==> src/rtl/bram_port_arbiter.sv <==
// Round-robin arbiter sharing the single PL-side port of axil_bram among N_REQ requesters.
// Define BRAM_ARB_LOCK_EN to add the req_lock input for exclusive multi-access grants.
module bram_port_arbiter #(
    parameter int unsigned N_REQ        = 4,
    parameter int unsigned DATA_WIDTH   = 32,
    parameter int unsigned ADDR_WIDTH   = 10,
    parameter int unsigned READ_LATENCY = 1
) (
    input  logic                        fpga_clk,
    input  logic                        rst_n,
    input  logic [N_REQ-1:0]            req_valid,
    output logic [N_REQ-1:0]            req_ready,
    input  logic [N_REQ-1:0]            req_we,
`ifdef BRAM_ARB_LOCK_EN
    input  logic [N_REQ-1:0]            req_lock,
`endif
    input  logic [N_REQ*ADDR_WIDTH-1:0] req_addr,
    input  logic [N_REQ*DATA_WIDTH-1:0] req_din,
    output logic [N_REQ-1:0]            rsp_valid,
    output logic [DATA_WIDTH-1:0]       rsp_data,
    output logic [ADDR_WIDTH-1:0]       bram_addr,
    output logic [DATA_WIDTH-1:0]       bram_din,
    output logic                        bram_we,
    input  logic [DATA_WIDTH-1:0]       bram_dout
);

    localparam int unsigned PTR_W = $clog2(N_REQ);
    typedef logic [PTR_W-1:0] ptr_t;
    typedef logic [PTR_W:0]   sum_t;

    function automatic ptr_t next_ptr(input ptr_t cur);
        if (cur == ptr_t'(N_REQ - 1)) return '0;
        return ptr_t'(cur + 1'b1);
    endfunction

    ptr_t                  ptr_q, ptr_d;
    ptr_t                  arb_idx, grant_idx;
    logic [N_REQ-1:0]      arb_grant, grant;
    logic                  arb_found, hs, sel_we;
    sum_t                  scan_sum;
    logic [ADDR_WIDTH-1:0] sel_addr, bram_addr_q;
    logic [DATA_WIDTH-1:0] sel_din, bram_din_q, rsp_data_q;
    logic                  bram_we_q;
    logic [N_REQ-1:0]      rsp_valid_q;
    // Stage k holds the one-hot owner of the read issued k+1 cycles ago
    logic [N_REQ-1:0]      tag_q [READ_LATENCY+1];

`ifdef BRAM_ARB_LOCK_EN
    logic lock_q, lock_d;
    ptr_t lock_idx_q, lock_idx_d;
`endif

    always_comb begin
        arb_grant = '0;
        arb_idx   = '0;
        arb_found = 1'b0;
        scan_sum  = '0;
        for (int k = 0; k < int'(N_REQ); k++) begin
            scan_sum = {1'b0, ptr_q} + sum_t'(k);
            if (scan_sum >= sum_t'(N_REQ)) scan_sum = scan_sum - sum_t'(N_REQ);
            if (!arb_found && req_valid[scan_sum[PTR_W-1:0]]) begin
                arb_found = 1'b1;
                arb_idx   = scan_sum[PTR_W-1:0];
            end
        end
        if (arb_found) arb_grant[arb_idx] = 1'b1;
    end

    always_comb begin
        grant     = arb_grant;
        grant_idx = arb_idx;
`ifdef BRAM_ARB_LOCK_EN
        if (lock_q) begin
            grant     = '0;
            grant_idx = lock_idx_q;
            if (req_valid[lock_idx_q]) grant[lock_idx_q] = 1'b1;
        end
`endif
        // No handshake may happen while reset is asserted
        if (!rst_n) grant = '0;
    end

    assign req_ready = grant;
    assign hs        = |(req_valid & grant);
    assign sel_we    = req_we[grant_idx];
    assign sel_addr  = req_addr[grant_idx*ADDR_WIDTH +: ADDR_WIDTH];
    assign sel_din   = req_din[grant_idx*DATA_WIDTH +: DATA_WIDTH];

    always_comb begin
        ptr_d = ptr_q;
        if (hs) ptr_d = next_ptr(grant_idx);
`ifdef BRAM_ARB_LOCK_EN
        lock_d     = lock_q;
        lock_idx_d = lock_idx_q;
        if (lock_q) begin
            if (!req_valid[lock_idx_q] || (hs && !req_lock[lock_idx_q])) begin
                lock_d = 1'b0;
                ptr_d  = next_ptr(lock_idx_q);
            end else begin
                ptr_d = ptr_q;
            end
        end else if (hs && req_lock[grant_idx]) begin
            lock_d     = 1'b1;
            lock_idx_d = grant_idx;
            ptr_d      = ptr_q;
        end
`endif
    end

    always_ff @(posedge fpga_clk) begin
        if (!rst_n) begin
            ptr_q       <= '0;
            bram_addr_q <= '0;
            bram_din_q  <= '0;
            bram_we_q   <= 1'b0;
            rsp_valid_q <= '0;
            rsp_data_q  <= '0;
            for (int i = 0; i <= int'(READ_LATENCY); i++) tag_q[i] <= '0;
`ifdef BRAM_ARB_LOCK_EN
            lock_q      <= 1'b0;
            lock_idx_q  <= '0;
`endif
        end else begin
            ptr_q     <= ptr_d;
            bram_we_q <= hs & sel_we;
            if (hs) begin
                bram_addr_q <= sel_addr;
                bram_din_q  <= sel_din;
            end
            tag_q[0] <= (hs && !sel_we) ? grant : '0;
            for (int i = 1; i <= int'(READ_LATENCY); i++) tag_q[i] <= tag_q[i-1];
            rsp_valid_q <= tag_q[READ_LATENCY];
            if (|tag_q[READ_LATENCY]) rsp_data_q <= bram_dout;
`ifdef BRAM_ARB_LOCK_EN
            lock_q     <= lock_d;
            lock_idx_q <= lock_idx_d;
`endif
        end
    end

    assign bram_addr = bram_addr_q;
    assign bram_din  = bram_din_q;
    assign bram_we   = bram_we_q;
    assign rsp_valid = rsp_valid_q;
    assign rsp_data  = rsp_data_q;

endmodule

==> config.mk <==
export PLATFORM = sky130hd
export DESIGN_NAME = bram_port_arbiter
export DESIGN_NICKNAME = d
export VERILOG_FILES = /design/src/rtl/bram_port_arbiter.sv
export SDC_FILE = /design/constraint.sdc
export NUM_CORES = 1
export LEC_CHECK = 0
export CELL_PAD_IN_SITES_DETAIL_PLACEMENT = 1
export CELL_PAD_IN_SITES_GLOBAL_PLACEMENT = 2
export CORE_MARGIN = 2
export CORE_UTILIZATION = 20
export DETAILED_ROUTE_END_ITERATION = 8
export PLACE_DENSITY_LB_ADDON = 0.1
export SLEW_MARGIN = 20
export SYNTH_ARGS = -nofsm -noshare
export SYNTH_HDL_FRONTEND = slang
export SYNTH_SLANG_ARGS = --single-unit
export TNS_END_PERCENT = 100
==> constraint.sdc <==
create_clock -name fpga_clk -period 7.97 [get_ports fpga_clk]
set_input_delay 1.594 -clock fpga_clk [delete_from_list [all_inputs] [get_ports fpga_clk]]
set_output_delay 1.594 -clock fpga_clk [all_outputs]
set_load 0.05 [all_outputs]
==> results.py <==
metrics = {
    "logic_synthesis": {
        "synth_edf_count": 0,
        "yosysMostFrequentCell": "sky130_fd_sc_hd__nand2_1",
        "ys_dominant_reg_cell": "sky130_fd_sc_hd__dfxtp_1",
        "post_synth_num_cell_types": 33,
        "yosys-top-cells-count": "sky130_fd_sc_hd__nand2_1, sky130_fd_sc_hd__dfxtp_1, sky130_fd_sc_hd__and3_1, sky130_fd_sc_hd__a211oi_1, sky130_fd_sc_hd__a31o_1",
        "synth_top_area_share": 0.397,
        "synth-seq-area-share": 0.397,
        "yosysWarningCount": 0,
        "postSynthAreaPerCell_sq_um": 8.23,
        "synthTopCellsByArea": "sky130_fd_sc_hd__dfxtp_1, sky130_fd_sc_hd__nand2_1, sky130_fd_sc_hd__a31o_1, sky130_fd_sc_hd__a311oi_1, sky130_fd_sc_hd__a211oi_1",
        "syn-cell-area_sq_mm": 0.00449,
        "post-synth-top-area-cell": "sky130_fd_sc_hd__dfxtp_1",
        "synth.net_count": 756,
        "synth_seq_cells": 89,
        "synthArstFlopShare": 0,
        "post_synth_inst_count": 545,
    },
    "worst_setup_path": {
        "timing.reg2reg.worst_path_depth": 11,
        "cp_cell_sequence": "clkdlybuf4s50_1 > nor2b_1 > a311o_2 > nand2_4 > inv_2 > buf_4 > ha_1 > inv_1 > nor2_1 > buf_12",
        "reg2reg_from": "ptr_q[1]$_SDFFE_PN0P_",
        "setup.worst_path.end_class": "primary output",
        "rrSetupSlack_ns": 3.91,
        "timing.critical_path.from_type": "input pin",
        "crit_family": "buffers and inverters",
        "worst_path_largest_cell_delay_ns": 0.73,
        "cp.arrival_ns": 4.86,
        "crit_type": "input pin to primary output",
        "worstPathMaxFanout": 45,
        "crit_buf_inv": 5,
        "cp.required_ns": 6.38,
        "crit_cells": 10,
        "worstReg2RegEnd": "bram_din[16]$_SDFFE_PN0P_",
        "cp_slowest_cell": "sky130_fd_sc_hd__a311o_2",
    },
    "sta": {
        "setup_viol": 0,
        "max_freq_ghz": 0.155,
        "finalHoldViolCount": 0,
        "worst-slew-pin-transition_ns": 0.975,
        "unrepaired_setup_endpoints_after_global_routing": "no",
        "fin_crit_sh": 0.810,
        "relSlewSlack": 0.350,
        "finalWorstSetupSlack_ns": 1.51,
        "clock_skew_ns": 0.0104,
        "slew_viol_final": 0,
        "layout_min_cycle_time_ns": 6.46,
        "fin_tns_setup_ns": 0,
    },
    "pwr": {
        "p_leak_nw": 2.91,
        "peakVddDrop_mv": 0.113,
        "power-per-cell-area_mw_per_mm2": 223,
    },
    "global_routing": {
        "grt_pass1_vias": 5662,
        "grt-ovfl-total": 0,
        "largest_net_degree_at_the_start_of_global_routing": 89,
        "gr-usage-all-layers": 0.165,
        "grt_first_pass_wirelength_um": 30900,
        "grt_antenna_before_repair": 0,
    },
    "drt": {
        "wl_um": 20000,
        "antenna_violating_nets_post_route": 0,
        "wire_per_inst_um": 18.5,
        "number_of_remaining_drc_errors": 0,
        "num_vias": 5113,
        "firstDrtPassIters": 4,
        "avgViaCountPerCell": 4.71,
        "drt_first_iter_violations": 149,
    },
    "worst_hold_path": {
        "timing.hold.worst_path_depth": 1,
        "hold_class": "flip-flop to flip-flop",
        "whs_endpoint": "tag_q[0][7]$_SDFF_PN0_",
        "worstHoldStart": "tag_q[0][3]$_SDFF_PN0_",
    },
    "layout": {
        "layoutNonFillerInstCount": 1085,
        "num-fill-cells": 2566,
        "final_layout_size_suffix_gt1_frac": 0.0410,
        "antenna_cells": 0,
        "growth_of_design_area_from_synthesis_to_finish_pct": 75.8,
        "nets": 1011,
        "finish.utilization": 0.360,
    },
    "placed_design": {
        "dp.cells": 1069,
        "gp_congestion": 0.797,
        "dp_hpwl_um": 14400,
        "pre_cts_slack_ns": 1.41,
        "placement.io_buffers": 292,
    },
    "status": {
        "outcome": "completed",
    },
    "die": {
        "floorplan.initialDensity": 0.205,
        "die_h_um": 154,
        "die-area_sq_mm": 0.0236,
        "core_footprint_sq_mm": 0.0219,
        "placement_rows": 54,
        "die_x_um": 154,
        "design.portCount": 293,
    },
    "cts": {
        "cts_setup_buffers": 0,
        "tritoncts": "done",
        "clock_sink_count": 89,
        "postCtsResizedCells": 0,
        "max-clock-path-buffers": 2,
        "clk_root_buffer_cell": "sky130_fd_sc_hd__clkbuf_16",
        "cts_inserted_buffers": 9,
        "clk_latency_ns": 0.35,
        "clkTransAtPathRegs_ns": 0.07,
        "cts-hold-fix-buffers": 0,
        "cts-htree-levels": 3,
    },
    "run": {
        "drv.max_cap_violation_count": 0,
    },
}
==> metal layers <==
metal,GRT usage,routed length (um)
met1,0.190,8330
met2,0.288,9920
met3,0.0516,1330
met4,0.0542,447
met5,0,0
==> worst register-to-register path, cell delays in order (launching register included) <==
cell	delay (ns)
sky130_fd_sc_hd__dfxtp_1	0.41
sky130_fd_sc_hd__nand2_1	0.07
sky130_fd_sc_hd__a311o_2	0.72
sky130_fd_sc_hd__nand2_4	0.50
sky130_fd_sc_hd__inv_2	0.08
sky130_fd_sc_hd__buf_4	0.32
sky130_fd_sc_hd__ha_1	0.30
sky130_fd_sc_hd__nand2_1	0.10
sky130_fd_sc_hd__a31o_4	0.63
sky130_fd_sc_hd__buf_4	0.48
sky130_fd_sc_hd__a311oi_1	0.11
sky130_fd_sc_hd__a31o_1	0.24
==> placed cells by master, fill, tap and decap left out, types with 4 or more instances in the layout <==
| master | synthesis | routed |
|---|---|---|
| sky130_fd_sc_hd__and3_1 | 44 | 44 |
| sky130_fd_sc_hd__dfxtp_1 | 89 | 89 |
| sky130_fd_sc_hd__nand2_1 | 152 | 152 |
| sky130_fd_sc_hd__buf_4 | 2 | 8 |
| sky130_fd_sc_hd__nor2b_1 | 4 | 4 |
| sky130_fd_sc_hd__nor2_1 | 4 | 4 |
| sky130_fd_sc_hd__clkdlybuf4s50_1 | 0 | 290 |
| sky130_fd_sc_hd__a311oi_1 | 42 | 42 |
| sky130_fd_sc_hd__a211oi_1 | 43 | 43 |
| sky130_fd_sc_hd__clkbuf_16 | 0 | 9 |
| sky130_fd_sc_hd__and2_1 | 11 | 11 |
| sky130_fd_sc_hd__a21boi_0 | 32 | 32 |
| sky130_fd_sc_hd__a31o_1 | 43 | 42 |
==> logic make-up after synthesis <==
kind of cell | Yosys count | share of synthesized area
adders and majority gates | 1 | 0.00279
muxes | 1 | 0.00223
and+or+nand+nor | 225 | 0.228
AOI/OAI and AO/OA | 169 | 0.306
DFF | 89 | 0.397
buffers and inverters | 60 | 0.0636
==> flip-flops by register name, summed over array words and instances (netlist names) <==
register   count
bram_din      32
ptr_q          2
rsp_data      32
bram_we        1
tag_q          8
rsp_valid      4
bram_addr     10
==> where the power goes <==
group	total [W]	switching, W	internal (W)
Sequential	0.000543	0.0000340	0.000509
Clock	0.000453	0.000197	0.000256
Combinational	0.000765	0.000465	0.000300
Total	0.00176	0.000696	0.00107
==> how the worst max path moves through the flow <==
stage / startpoint / end / slack (ns)
2_1_floorplan: req_valid[2] / req_ready[0] / 2.77
3_3_place_gp: req_valid[2] / req_ready[3] / 1.53
3_5_place_dp: req_valid[2] / req_ready[3] / 1.41
4_1_cts: req_valid[2] / req_ready[3] / 1.41
5_1_grt: req_valid[2] / req_ready[3] / 1.21
6_report: req_valid[2] / req_ready[3] / 1.51
==> metrics by stage <==
stage | hold slack (ns) | cell area (sq um) | power, W
2_1_floorplan | 0.412 | 4490 | 0.00102
4_1_cts | 0.441 | 7890 | 0.00179
5_1_grt | 0.456 | 7890 | 0.00186
3_5_place_dp | 0.424 | 7570 | 0.00133
3_3_place_gp | 0.415 | 7570 | 0.00132
6_report | 0.438 | 7890 | 0.00176
==> area by class of cell <==
| type | instances | area, sq um | share of cell area |
|---|---|---|---|
| flip-flops and latches | 89 | 1780 | 0.226 |
| clock buffers | 10 | 239 | 0.0303 |
| well taps | 280 | 350 | 0.0444 |
| clock inverters | 6 | 72.6 | 0.00920 |
| repair buffers | 300 | 2990 | 0.379 |
| inverters | 4 | 15.0 | 0.00190 |
| multi-input cells | 396 | 2440 | 0.309 |
Power figures use the tool's default switching activity.
